[config.mk]
export PLATFORM = sky130hd
export DESIGN_NAME = hazard_ctrl_flat
export DESIGN_NICKNAME = d
export VERILOG_FILES = /design/src/rtl/hazard_ctrl_pkg.sv /design/src/rtl/hazard_ctrl_if.sv /design/src/rtl/hazard_ctrl_muldiv_seq.sv /design/src/rtl/hazard_ctrl.sv /design/src/flat_wrapper.sv
export SDC_FILE = /design/constraint.sdc
export NUM_CORES = 1
export LEC_CHECK = 0
export CORE_AREA = 4 4 60 67
export DETAILED_ROUTE_END_ITERATION = 8
export DIE_AREA = 0 0 64 71
export MAX_ROUTING_LAYER = met4
export SYNTH_ARGS = -nofsm -noshare
export SYNTH_HDL_FRONTEND = slang
export SYNTH_SLANG_ARGS = --single-unit
[constraint.sdc]
create_clock -name clk -period 2.4 [get_ports clk]
set_clock_uncertainty 0.2 [all_clocks]
set_input_delay 0.24 -clock clk [delete_from_list [all_inputs] [get_ports clk]]
set_output_delay 0.24 -clock clk [all_outputs]
set_load 0.03 [all_outputs]
[src/rtl/hazard_ctrl_pkg.sv]
// Shared types and default latencies for the pipeline hazard sequencer.
package hazard_ctrl_pkg;

  localparam int unsigned MUL_LAT_DEF = 3;
  localparam int unsigned DIV_LAT_DEF = 65;
  localparam int unsigned CNT_W       = 7;

  typedef logic [4:0] creg_addr_t;

  typedef enum logic [1:0] {
    FWD_RF = 2'd0,
    FWD_M  = 2'd1,
    FWD_W  = 2'd2
  } fwd_sel_t;

  typedef enum logic [1:0] {
    F_IDLE = 2'd0,
    F_WAIT = 2'd1,
    F_DROP = 2'd2
  } fetch_state_t;

  // M is younger than W, so it wins when both hit the same register; x0 never forwards.
  function automatic fwd_sel_t fwd_pick(input creg_addr_t ra,
                                        input logic wenm, input creg_addr_t dstm,
                                        input logic wenw, input creg_addr_t dstw);
    if (wenm && (dstm != '0) && (dstm == ra)) return FWD_M;
    if (wenw && (dstw != '0) && (dstw == ra)) return FWD_W;
    return FWD_RF;
  endfunction

endpackage

[src/rtl/hazard_ctrl_if.sv]
// Datapath <-> hazard sequencer signal bundle; master is the datapath side.
interface hazard_ctrl_if;
  import hazard_ctrl_pkg::*;

  creg_addr_t ra1D, ra2D, dstE, dstM, dstW;
  logic       use1D, use2D;
  logic       wenE, wenM, wenW;
  logic       loadE, muldivE, divE, redirectE;
  logic       ireq_valid, iresp_ok;
  logic       dreq_validM, dresp_okM;

  logic       stallF, stallD, stallE, stallM;
  logic       flushD, flushE, flushM, flushW;
  fwd_sel_t   fwd1D, fwd2D;
  logic       muldiv_start, iresp_accept;

  modport master (
    output ra1D, ra2D, use1D, use2D, dstE, dstM, dstW, wenE, wenM, wenW,
           loadE, muldivE, divE, redirectE, ireq_valid, iresp_ok,
           dreq_validM, dresp_okM,
    input  stallF, stallD, stallE, stallM, flushD, flushE, flushM, flushW,
           fwd1D, fwd2D, muldiv_start, iresp_accept
  );

  modport slave (
    input  ra1D, ra2D, use1D, use2D, dstE, dstM, dstW, wenE, wenM, wenW,
           loadE, muldivE, divE, redirectE, ireq_valid, iresp_ok,
           dreq_validM, dresp_okM,
    output stallF, stallD, stallE, stallM, flushD, flushE, flushM, flushW,
           fwd1D, fwd2D, muldiv_start, iresp_accept
  );
endinterface

[src/rtl/hazard_ctrl_muldiv_seq.sv]
// Mul/div start pulse and completion tracking for the instruction parked in E.
module hazard_ctrl_muldiv_seq
  import hazard_ctrl_pkg::*;
#(
  parameter int unsigned MUL_LAT = MUL_LAT_DEF,
  parameter int unsigned DIV_LAT = DIV_LAT_DEF
) (
  input  logic clk,
  input  logic reset,
  input  logic muldiv,
  input  logic div,
  input  logic stall_e,
  output logic start,
  output logic done
);

  localparam logic [CNT_W-1:0] MUL_CNT = CNT_W'(MUL_LAT);
  localparam logic [CNT_W-1:0] DIV_CNT = CNT_W'(DIV_LAT);

  logic [CNT_W-1:0] cnt_q;
  logic             done_q;

  assign start = muldiv && (cnt_q == '0) && !done_q;
  assign done  = done_q;

  // done_q survives a memwait stall so the finished result is not restarted.
  always_ff @(posedge clk) begin
    if (reset) begin
      cnt_q  <= '0;
      done_q <= 1'b0;
    end else begin
      if (start)             cnt_q <= div ? DIV_CNT : MUL_CNT;
      else if (cnt_q != '0)  cnt_q <= cnt_q - 1'b1;

      if (cnt_q == CNT_W'(1)) done_q <= 1'b1;
      else if (!stall_e)      done_q <= 1'b0;
    end
  end

endmodule

[src/rtl/hazard_ctrl.sv]
// Stall/flush, forwarding, muldiv sequencing and ibus drop tracking for the F/D/E/M/W core.
//   state  | meaning
//   F_IDLE | no ibus response outstanding
//   F_WAIT | request issued, response still owed and wanted
//   F_DROP | response still owed but fetch was redirected; discard it
module hazard_ctrl
  import hazard_ctrl_pkg::*;
#(
  parameter int unsigned MUL_LAT = MUL_LAT_DEF,
  parameter int unsigned DIV_LAT = DIV_LAT_DEF
) (
  input  logic         clk,
  input  logic         reset,
  hazard_ctrl_if.slave hz
);

  fetch_state_t state_q, state_d;
  logic memwait, mdbusy, loaduse, fwait, stall_e, redirect_ok;
  logic accept, done_q, md_start;

  hazard_ctrl_muldiv_seq #(.MUL_LAT(MUL_LAT), .DIV_LAT(DIV_LAT)) u_muldiv_seq (
    .clk     (clk),
    .reset   (reset),
    .muldiv  (hz.muldivE),
    .div     (hz.divE),
    .stall_e (stall_e),
    .start   (md_start),
    .done    (done_q)
  );

  assign accept          = hz.iresp_ok && (state_q != F_DROP);
  assign hz.iresp_accept = accept;
  assign hz.muldiv_start = md_start;

  always_ff @(posedge clk) begin
    if (reset) state_q <= F_IDLE;
    else       state_q <= state_d;
  end

  always_comb begin
    state_d = state_q;
    unique case (state_q)
      F_IDLE: if (hz.ireq_valid && !hz.iresp_ok) state_d = redirect_ok ? F_DROP : F_WAIT;
      F_WAIT: if (hz.iresp_ok)                   state_d = F_IDLE;
              else if (redirect_ok)              state_d = F_DROP;
      F_DROP: if (hz.iresp_ok)                   state_d = F_IDLE;
      default:                                   state_d = F_IDLE;
    endcase
  end

  // A taken redirect can only occur with E free, so it never fights memwait/mdbusy.
  always_comb begin
    memwait     = hz.dreq_validM && !hz.dresp_okM;
    mdbusy      = hz.muldivE && !done_q;
    loaduse     = hz.loadE && hz.wenE && (hz.dstE != '0) &&
                  ((hz.use1D && (hz.ra1D == hz.dstE)) || (hz.use2D && (hz.ra2D == hz.dstE)));
    fwait       = hz.ireq_valid && !accept;
    stall_e     = memwait || mdbusy;
    redirect_ok = hz.redirectE && !stall_e;

    hz.stallM = memwait;
    hz.stallE = stall_e;
    hz.stallD = !redirect_ok && (stall_e || loaduse);
    hz.stallF = !redirect_ok && (stall_e || loaduse || fwait);
    hz.flushW = memwait;
    hz.flushM = mdbusy && !memwait;
    hz.flushE = redirect_ok || (loaduse && !stall_e);
    hz.flushD = redirect_ok || (fwait && !stall_e && !loaduse);
    hz.fwd1D  = fwd_pick(hz.ra1D, hz.wenM, hz.dstM, hz.wenW, hz.dstW);
    hz.fwd2D  = fwd_pick(hz.ra2D, hz.wenM, hz.dstM, hz.wenW, hz.dstW);
  end

endmodule

[src/flat_wrapper.sv]
// flat-port wrapper written by rule: the top's interface ports become plain ports
module hazard_ctrl_flat import hazard_ctrl_pkg::*;
#(
  parameter int unsigned MUL_LAT = MUL_LAT_DEF,
  parameter int unsigned DIV_LAT = DIV_LAT_DEF
)
  (clk, reset, hz_ra1D, hz_ra2D, hz_use1D, hz_use2D, hz_dstE, hz_dstM, hz_dstW, hz_wenE, hz_wenM, hz_wenW, hz_loadE, hz_muldivE, hz_divE, hz_redirectE, hz_ireq_valid, hz_iresp_ok, hz_dreq_validM, hz_dresp_okM, hz_stallF, hz_stallD, hz_stallE, hz_stallM, hz_flushD, hz_flushE, hz_flushM, hz_flushW, hz_fwd1D, hz_fwd2D, hz_muldiv_start, hz_iresp_accept);
  hazard_ctrl_if hz_i ();
  input  logic clk;
  input  logic reset;
  input wire logic [$bits(hz_i.ra1D)-1:0] hz_ra1D;
  input wire logic [$bits(hz_i.ra2D)-1:0] hz_ra2D;
  input wire logic [$bits(hz_i.use1D)-1:0] hz_use1D;
  input wire logic [$bits(hz_i.use2D)-1:0] hz_use2D;
  input wire logic [$bits(hz_i.dstE)-1:0] hz_dstE;
  input wire logic [$bits(hz_i.dstM)-1:0] hz_dstM;
  input wire logic [$bits(hz_i.dstW)-1:0] hz_dstW;
  input wire logic [$bits(hz_i.wenE)-1:0] hz_wenE;
  input wire logic [$bits(hz_i.wenM)-1:0] hz_wenM;
  input wire logic [$bits(hz_i.wenW)-1:0] hz_wenW;
  input wire logic [$bits(hz_i.loadE)-1:0] hz_loadE;
  input wire logic [$bits(hz_i.muldivE)-1:0] hz_muldivE;
  input wire logic [$bits(hz_i.divE)-1:0] hz_divE;
  input wire logic [$bits(hz_i.redirectE)-1:0] hz_redirectE;
  input wire logic [$bits(hz_i.ireq_valid)-1:0] hz_ireq_valid;
  input wire logic [$bits(hz_i.iresp_ok)-1:0] hz_iresp_ok;
  input wire logic [$bits(hz_i.dreq_validM)-1:0] hz_dreq_validM;
  input wire logic [$bits(hz_i.dresp_okM)-1:0] hz_dresp_okM;
  output wire logic [$bits(hz_i.stallF)-1:0] hz_stallF;
  output wire logic [$bits(hz_i.stallD)-1:0] hz_stallD;
  output wire logic [$bits(hz_i.stallE)-1:0] hz_stallE;
  output wire logic [$bits(hz_i.stallM)-1:0] hz_stallM;
  output wire logic [$bits(hz_i.flushD)-1:0] hz_flushD;
  output wire logic [$bits(hz_i.flushE)-1:0] hz_flushE;
  output wire logic [$bits(hz_i.flushM)-1:0] hz_flushM;
  output wire logic [$bits(hz_i.flushW)-1:0] hz_flushW;
  output wire logic [$bits(hz_i.fwd1D)-1:0] hz_fwd1D;
  output wire logic [$bits(hz_i.fwd2D)-1:0] hz_fwd2D;
  output wire logic [$bits(hz_i.muldiv_start)-1:0] hz_muldiv_start;
  output wire logic [$bits(hz_i.iresp_accept)-1:0] hz_iresp_accept;
  assign hz_i.ra1D = hz_ra1D;
  assign hz_i.ra2D = hz_ra2D;
  assign hz_i.use1D = hz_use1D;
  assign hz_i.use2D = hz_use2D;
  assign hz_i.dstE = hz_dstE;
  assign hz_i.dstM = hz_dstM;
  assign hz_i.dstW = hz_dstW;
  assign hz_i.wenE = hz_wenE;
  assign hz_i.wenM = hz_wenM;
  assign hz_i.wenW = hz_wenW;
  assign hz_i.loadE = hz_loadE;
  assign hz_i.muldivE = hz_muldivE;
  assign hz_i.divE = hz_divE;
  assign hz_i.redirectE = hz_redirectE;
  assign hz_i.ireq_valid = hz_ireq_valid;
  assign hz_i.iresp_ok = hz_iresp_ok;
  assign hz_i.dreq_validM = hz_dreq_validM;
  assign hz_i.dresp_okM = hz_dresp_okM;
  assign hz_stallF = hz_i.stallF;
  assign hz_stallD = hz_i.stallD;
  assign hz_stallE = hz_i.stallE;
  assign hz_stallM = hz_i.stallM;
  assign hz_flushD = hz_i.flushD;
  assign hz_flushE = hz_i.flushE;
  assign hz_flushM = hz_i.flushM;
  assign hz_flushW = hz_i.flushW;
  assign hz_fwd1D = hz_i.fwd1D;
  assign hz_fwd2D = hz_i.fwd2D;
  assign hz_muldiv_start = hz_i.muldiv_start;
  assign hz_iresp_accept = hz_i.iresp_accept;
  hazard_ctrl #(.MUL_LAT(MUL_LAT), .DIV_LAT(DIV_LAT)) u_core (.clk(clk), .reset(reset), .hz(hz_i));
endmodule
==> results by group, run 1 <==
Critical path
  • Crit path cell chain: clkdlybuf4s50_1, xor2_1, or4_1, nor4_2, buf_4
  • RR Startpoint: u_core.u_muldiv_seq.cnt_q[3]
  • Critical path peak fanout: 3
  • CP max stage delay: 0.54 ns
  • Required @ worst endpoint: 1.96 ns
  • CP Buf/Inv Count: 2
  • End of the worst register-to-register path: u_core.u_muldiv_seq.cnt_q[5]
  • Critical Path Sink Type: output pin
  • FF-to-FF path depth: 6
  • Startpoint Class: input port
  • Slowest CP cell: or4_1
  • Reg-to-reg slack, setup: between 0.6 and 0.7 ns
  • Top delay family on crit path: simple AND/OR/NAND/NOR gates
  • CP Class: input port to output pin
  • Worst EP arrival: ~1.9 ns

Pwr
  • VDD IR max: approximately 570 uV
  • Pint: 620 uW
  • Reg power frac: 26.1%
  • Comb power frac: just under 60%
  • PwrDens: 590 nW/um^2
  • Switch share: 40.8%
  • Leak: 0.763 nW
  • Net load switching power: 428 uW
  • Clock share of power: 14.6%

Placement
  • GP Congestion: roughly 0.83
  • IO buf count: 53
  • Dpl ws: -0.317 ns
  • Dpl hpwl: 2730 microns

Clocking
  • Clock latency on the worst-skew pair: 0.27 ns
  • Clk pin slew, worst setup/hold paths: ~0.060 ns
  • CTS Root Cell: clkbuf_4
  • Clock tree sinks: 10
  • Inserted Clock Buffers: 3
  • Cts hold-fix bufs: 0
  • # H-tree levels: 1
  • CTS Buffer Depth: 2
  • CTS tree: built

Cells and area
  • Multi-input logic area: 766 sq um
  • Final net count: 247
  • Share of layout cells above drive strength 1: 22.7%
  • Fill count: 325
  • Area grow syn2layout: 83.2%
  • Ant diodes: 0
  • Register area: 200 sq um

Floorplanning
  • Initial Utilization: 29.1%
  • Die footprint: ~4500 sq um
  • I/O pin count: 54
  • Die span in y: 71 microns
  • Core area: ~3300 sq um
  • Row count: 22
  • Die X: 64 microns

Logic synthesis
  • Post-synth top area share: about a fifth
  • Synth Cell Area: 970 sq um
  • Syn Area/Cell: 7.82 sq um
  • #FFs+latches synth: 10
  • Sequential share of the synthesized area: 20.6%
  • Yosys Warn Count: 0
  • Yosys top cell by area: dfxtp_1
  • Net Count, Synth: 167
  • Mapped Cells: 124
  • Top cells by area, synth: dfxtp_1, xnor2_1, xor2_1
  • Post-synth cell types: 34

GRT
  • First-pass GRT wire length: roughly 5500 microns
  • Remaining global-route overflow: 0
  • Largest net degree at the start of global routing: 11
  • Vias in the first global route: 1186
  • All-layer global routing usage: 15.2%
  • Antenna violations before repair: 0

Timing
  • Final period utilization: around 96%
  • RSZ-0062 raised after global routing: no
  • Slew HR: between 70% and 80%
  • Final hold vios: 0
  • Worst hold slack: 0.286 ns
  • Final worst setup slack: between 0.08 and 0.09 ns
  • Fin. max-slew vios: 0
  • Tightest Pin Transition: 0.377 ns
  • Maximum clock frequency: about 0.43 GHz
  • Final setup vio count: 0
  • Setup TNS: 0 ns
  • Min cycle time layout: 2.31 ns

Drt
  • Final wirelength: ~3300 microns
  • 1st-iter DRT viols: 25
  • Vias: 1175
  • Post-DR wirelength/cell: about 13 microns
  • DRT antenna net count: 0
  • First-pass DRT Iterations: 4
  • DR vias/cell: 4.68
  • DRC: 0

Hold path
  • Hold Path Class: flop to flop
  • Hold depth: 1
  • Beginning of the worst hold path: u_core.u_muldiv_seq.cnt_q[6]
  • Hold path endpoint: u_core.u_muldiv_seq.cnt_q[6]

Run
  • Max Cap Viol: 0

Run status
  • Status: finished, final reports clean
metal layers:
layer	GRT usage, %	vias up	wire length, microns
met4	4.32	0	42
met1	17.6	524	1420
met2	25.1	47	1520
li1	-	596	-
met3	4.60	8	321
met5	-	-	0
worst register-to-register path: cells and delay by family, from the launching register on:
kind / cells / cell delay [ns]
buffers and inverters: 1 / 0.19
AND/OR/NAND/NOR: 2 / 0.50
flip-flops: 1 / 0.35
AO/OA/AOI/OAI: 3 / 0.36
cell usage after synthesis:
master and number:
a21oi_1 8, a211oi_1 3, ha_1 3, o211ai_1 1, o311a_1 1, nand2b_1 2
or4_1 3, nand3b_1 2, nor3_1 2, inv_1 6, nand4_1 2, nor2b_1 2
a21boi_0 2, o21ai_1 1, xnor2_1 17, a311oi_1 1, nor4_1 2, buf_4 1
o21a_1 1, buf_2 1, clkbuf_1 1, nand4b_1 1, or4_4 1, o22ai_1 1
o21ai_0 2, nand2_1 8, nor2_1 13, a32oi_1 1, dfxtp_1 10, nand3_1 5
nor4_2 3, or3_1 2, xor2_1 14, o21ai_2 1
stage by stage:
step,power [mW],area [sq um],util [%],std cells
global route,1.14,1780,53.3,251
detailed placement,0.903,1720,51.5,247
floorplan,0.637,970,-,124
finish,1.05,1780,53.3,251
CTS,1.05,1740,52.2,250
global placement,0.888,1720,51.5,247
registers in the layout (all words and copies together) (netlist names):
signal / cells
u_core.u_muldiv_seq.cnt_q: 7
u_core.u_muldiv_seq.done: 1
u_core.state_q: 2
kinds of logic (layout without fill, tap and decap cells):
| group | Yosys count | count (layout) | share of synthesized area [%] |
|---|---|---|---|
| simple gates | 48 | 48 | 28.0 |
| xor+xnor | 31 | 31 | 28.0 |
| compound gates | 23 | 23 | 15.5 |
| flops | 10 | 10 | 20.6 |
| buf+inv | 9 | 88 | 4.00 |
| fa+ha+maj | 3 | 3 | 3.87 |
cell type report:
class	count	area share (%)
flip-flops and latches	10	11.3
inverters	6	1.27
clock buffers	4	2.04
well taps	48	3.38
multi-input cells	105	43.1
repair buffers	78	38.9
power groups by stage:
stage / logic [mW] / registers [mW] / clock network [mW]
after global placement: 0.616 / 0.272 / 0
after floorplan: 0.375 / 0.262 / 0
after global routing: 0.690 / 0.284 / 0.168
after CTS: 0.625 / 0.272 / 0.154
after detailed placement: 0.628 / 0.275 / 0
final: 0.622 / 0.273 / 0.153
worst max-delay path by stage:
| stage | from | endpoint | slack, ns | depth (start not counted) |
|---|---|---|---|---|
| floorplan | hz_ra1D[1] | hz_fwd1D[1] | 0.09 | 4 |
| global placement | hz_dstE[1] | hz_stallF | -0.26 | 6 |
| detailed placement | hz_dstE[2] | hz_stallF | -0.32 | 7 |
| CTS | hz_dstE[1] | hz_stallD | 0.0003 | 6 |
| global route | hz_dstE[1] | hz_flushD | 0.008 | 6 |
| finish | hz_dstW[1] | hz_fwd2D[1] | 0.09 | 5 |
timing repair:
action                     4_1_cts  5_1_grt
setup buffers                    0        1
resized for setup               14       16
pin swaps                        4        6
setup endpoints to repair        5        8
placed cells by master (no fill, tap or decap), types with 4 or more instances in the layout:
cell and n:
a21oi_1 8, buf_4 31, clkdlybuf4s50_1 32, dfxtp_1 10, dlygate4sd2_1 7, dlymetal6s2s_1 5
inv_1 6, nand2_1 8, nand3_1 5, nor2_1 13, nor4_2 4, xnor2_1 17
xor2_1 14
No activity file was read; power rests on OpenSTA's default activity.
==> inputs of run 2 (changes only) <==
Settings changed: CTS_CLUSTER_SIZE from default to 16.
==> results of run 2 <==
No change in the layout: final DEF, timing and power equal those of run 1.
